## src/rtl/cntr_pkg.sv

```systemverilog
// Shared types for the up/down counter family.
// Mode encoding and direction constants.
package cntr_pkg;

    typedef enum logic {
        CNT_WRAP = 1'b0,
        CNT_SAT  = 1'b1
    } cnt_mode_e;

    localparam logic CNT_UP = 1'b0;
    localparam logic CNT_DN = 1'b1;

endpackage

```

## src/rtl/cntr_ud_mod.sv

```systemverilog
// Parametrised up/down counter with load, enable,
// wrap/saturate boundaries and event pulses.
module cntr_ud_mod
    import cntr_pkg::*;
#(
    parameter int          WIDTH    = 3,
    parameter int unsigned MAX_VAL  = (1 << WIDTH) - 1,
    parameter bit          SATURATE = 1'b0
) (
    input  logic             clk,
    input  logic             reset_n,
    input  logic             en,
    input  logic             up_down,
    input  logic             load,
    input  logic [WIDTH-1:0] load_val,
    output logic [WIDTH-1:0] bin_count,
    output logic             tc,
    output logic             wrap,
    output logic             sat_hit
);

    localparam longint unsigned LIM = (64'd1 << WIDTH) - 64'd1;
    localparam logic [WIDTH-1:0] MAXV = WIDTH'(MAX_VAL);
    localparam logic [WIDTH-1:0] ONE  = WIDTH'(1);
    localparam cnt_mode_e        MODE = SATURATE ? CNT_SAT : CNT_WRAP;

    generate
        if (WIDTH < 1 || WIDTH > 32) begin : g_bad_width
            $fatal(1, "cntr_ud_mod: WIDTH out of range 1..32");
        end
        if (MAX_VAL < 1 || longint'(MAX_VAL) > LIM) begin : g_bad_max
            $fatal(1, "cntr_ud_mod: MAX_VAL out of range 1..2**WIDTH-1");
        end
    endgenerate

    logic [WIDTH-1:0] next_cnt;
    logic             next_wrap;
    logic             next_sat;
    logic             at_top;
    logic             at_bot;

    assign at_top = (bin_count == MAXV);
    assign at_bot = (bin_count == '0);

    // Terminal count: the next enabled step would hit a boundary
    assign tc = en & (up_down ? at_bot : at_top);

    // Next-state selection: load > count step > hold
    always_comb begin
        next_cnt  = bin_count;
        next_wrap = 1'b0;
        next_sat  = 1'b0;
        if (load) begin
            next_cnt = (load_val > MAXV) ? MAXV : load_val;
        end else if (en) begin
            if (up_down == CNT_UP) begin
                if (!at_top) begin
                    next_cnt = bin_count + ONE;
                end else if (MODE == CNT_WRAP) begin
                    next_cnt  = '0;
                    next_wrap = 1'b1;
                end else begin
                    next_sat = 1'b1;
                end
            end else begin
                if (!at_bot) begin
                    next_cnt = bin_count - ONE;
                end else if (MODE == CNT_WRAP) begin
                    next_cnt  = MAXV;
                    next_wrap = 1'b1;
                end else begin
                    next_sat = 1'b1;
                end
            end
        end
    end

    // Count and event-pulse registers with synchronous reset
    always_ff @(posedge clk) begin
        if (!reset_n) begin
            bin_count <= '0;
            wrap      <= 1'b0;
            sat_hit   <= 1'b0;
        end else begin
            bin_count <= next_cnt;
            wrap      <= next_wrap;
            sat_hit   <= next_sat;
        end
    end

endmodule

```

## config.mk

```make
export PLATFORM = sky130hd
export DESIGN_NAME = cntr_ud_mod
export DESIGN_NICKNAME = d
export VERILOG_FILES = /design/src/rtl/cntr_pkg.sv /design/src/rtl/cntr_ud_mod.sv
export SDC_FILE = /design/constraint.sdc
export NUM_CORES = 1
export LEC_CHECK = 0
export ABC_CLOCK_PERIOD_IN_PS = 3700
export BUFFER_PORTS_ARGS = -buffer_cell sky130_fd_sc_hd__buf_2
export CORE_AREA = 2 2 39 41
export DETAILED_ROUTE_END_ITERATION = 10
export DIE_AREA = 0 0 41 43
export PLACE_DENSITY = 0.51
export SLEW_MARGIN = 20
export SYNTH_ARGS = -nofsm -noshare
export SYNTH_HDL_FRONTEND = slang
export SYNTH_SLANG_ARGS = --single-unit
```

## constraint.sdc

```tcl
create_clock -name clk -period 3.7 [get_ports clk]
set_input_delay 0 -clock clk [delete_from_list [all_inputs] [get_ports clk]]
set_output_delay 0 -clock clk [all_outputs]
set_load 0.03 [all_outputs]
```

==> flow_summary.ini <==
[power]
power.share.clock = 0.383
pwr-share-comb = 0.279
pwr-share-seq = 0.338
p_int_w = 0.0000990
ir_drop_uv = 135
sw_frac_of_total = 0.329
leakage_nw = 0.197
p_total_w = 0.000147
net-switching-power_w = 0.0000484
p_per_area_mw_per_mm2 = 355

[global_route]
globalRoute.totalOverflow = 0
grt_pass1_wl_um = 1280
grt_pass1_vias = 324
antenna_found_initial = 0
grtUsageTotal = 0.113
grt_max_degree = 8

[routing]
drt-initial-drc-count = 2
dr.pass1.iters = 3
wire_per_inst_um = 10.7
wl_um = 730
num_vias = 298
vias_per_cell = 4.38
antenna_left = 0
drc = 0

[cts]
clock_latency_ns = 0.24
cts_buffer_depth = 2
cts_buffers = 3
cts_tree = built
ctsHoldBuffers = 0
postCtsSetupRepairBufs = 0
clock-root-buffer = clkbuf_4
cts.sinks = 4
cts-resized-gates = 0
clk_pin_slew_ns = 0.04
h-tree-depth = 1

[yosys]
syn_area_sq_um = 320
synth_fp_nets = 50
synthCells = 38
syn_area_per_cell_sq_um = 8.43
yosysSeqAreaShare = 0.250
synth.distinct_cells = 22
ys_warn_count = 0
synth-seq-cells = 4

[min_path]
holdPathStages = 3
min-delay-start = reset_n
min_path_type = in2reg
worst_hold_path.endpoint = wrap$_SDFF_PP0_

[finish]
drive_above_1_share = 0.346
final_cell_mix = 12 x buf_2, 4 x inv_1, 4 x a21oi_1, 4 x ha_1, 4 x dfxtp_1
num_antenna_cells = 0
final_util = 0.300
design_area_sq_um = 415
fillCellCount = 164
finalNetCount = 66
layout_commonest_cell = buf_2
syn_to_final_growth_pct = 29.7

[floorplanning]
rows = 14
pin_count = 14
start_util = 0.231
coreArea_sq_mm = 0.00138
die_w_um = 41
die-height_um = 43
dieArea_sq_mm = 0.00176

[sta]
fin_crit_sh = 0.418
rsz0062_at_grt = no
setup_slack_ns = 2.16
hold_viol = 0
slew_viol_final = 0
fin_tns_setup_ns = 0
post-route-min-period_ns = 1.54
setup_viol = 0
fin_skew_ns = 0.00262
max_freq_ghz = 0.647

[worst_setup_path]
slowest_delay_ns = 0.36
crit_fanout = 5
cp-end-kind = primary output
r2r-start = bin_count[0]$_SDFFE_PN0P_
cp_top_family = flip-flops
crit_top_cell = ha_1
start_kind = register
r2r-end = bin_count[1]$_SDFFE_PN0P_
cp_cell_sequence = ha_1, ha_1, or2b_1, a21boi_0, buf_2
timing.critical_path.buf_inv = 1
rr_worst_depth = 5
slowest_stage = dfxtp_1
r2r_slack_ns = 2.38
worst-setup-path-type = reg2out
required_ns = 3.70
crit_arrival_ns = 1.54

[flow_run]
drv_cap = 0

[placement]
hpwl_um = 576
pre_cts_ws_ns = 2.36
port_buffers = 12
gp_congestion = 0.822
place_area_sq_um = 393

[status]
status = finished, final reports clean
==> cell families after synthesis <==
group	Yosys count	synth area share
AND/OR/NAND/NOR	15	0.309
flip-flops	4	0.250
AO/OA/AOI/OAI	9	0.203
buffers and inverters	5	0.0703
adder cells (fa/ha/maj)	4	0.156
other	1	0.0117
==> routing by layer <==
layer	global-route usage	share of wire	vias up
met2	0.172	0.48	10
met3	0.0942	0.090	0
met5	0	0	-
met1	0.117	0.43	130
met4	0.0200	0	0
li1	-	-	158
==> cell type report <==
class                   count  area [sq um]  area share
multi-input cells          29           218       0.524
flip-flops and latches      4          80.1       0.193
repair buffers             12          60.1       0.145
clock buffers               3          22.5      0.0542
well taps                  16          20.0      0.0482
inverters                   4          15.0      0.0361
==> worst max path at each step <==
stage	startpoint	to	slack [ns]	cells after the start
2_1_floorplan	bin_count[0]$_SDFFE_PN0P_	tc	1.88	4
4_1_cts	bin_count[0]$_SDFFE_PN0P_	tc	2.12	5
6_report	bin_count[0]$_SDFFE_PN0P_	tc	2.16	5
3_5_place_dp	bin_count[0]$_SDFFE_PN0P_	bin_count[2]$_SDFFE_PN0P_	2.36	5
5_1_grt	bin_count[0]$_SDFFE_PN0P_	tc	2.01	5
3_3_place_gp	bin_count[1]$_SDFFE_PN0P_	tc	2.39	5
==> state kept, by name, summed over array words and instances, names as in the netlist <==
name / cells
bin_count: 3
wrap: 1
==> power by group through the flow <==
stage	registers (W)	logic [W]	clock network, W
after floorplan	0.0000561	0.0000225	0
after global placement	0.0000505	0.0000414	0
after detailed placement	0.0000507	0.0000415	0
after CTS	0.0000498	0.0000418	0.0000590
after global routing	0.0000508	0.0000466	0.0000623
final	0.0000498	0.0000411	0.0000566
==> stage by stage <==
stage               cells  hold WS [ns]
floorplan              38         0.116
global placement       65         0.272
detailed placement     65         0.269
CTS                    68        0.0103
global route           68        0.0198
finish                 68        0.0171
==> worst register-to-register path, cell delays in order, from the launching register on <==
cell and delay (ns):
dfxtp_1 0.32, ha_1 0.20, ha_1 0.16, or2b_1 0.19, nand3_2 0.11, o32ai_2 0.25
==> synth_stat cells, drive strengths merged <==
library cell / n / area share
nor2b: 1 / 0.043
nor3b: 2 / 0.047
o311ai: 1 / 0.027
a31oi: 1 / 0.020
and2: 1 / 0.020
nor2: 1 / 0.012
nand3: 2 / 0.047
a21boi: 1 / 0.023
o22ai: 1 / 0.020
ha: 4 / 0.16
dfxtp: 4 / 0.25
o32ai: 1 / 0.051
a21oi: 4 / 0.063
nand2: 3 / 0.035
buf: 1 / 0.023
nand3b: 1 / 0.023
or3: 1 / 0.020
conb: 1 / 0.012
or2b: 1 / 0.023
nand2b: 2 / 0.039
inv: 4 / 0.047
Power figures use the tool's default switching activity.
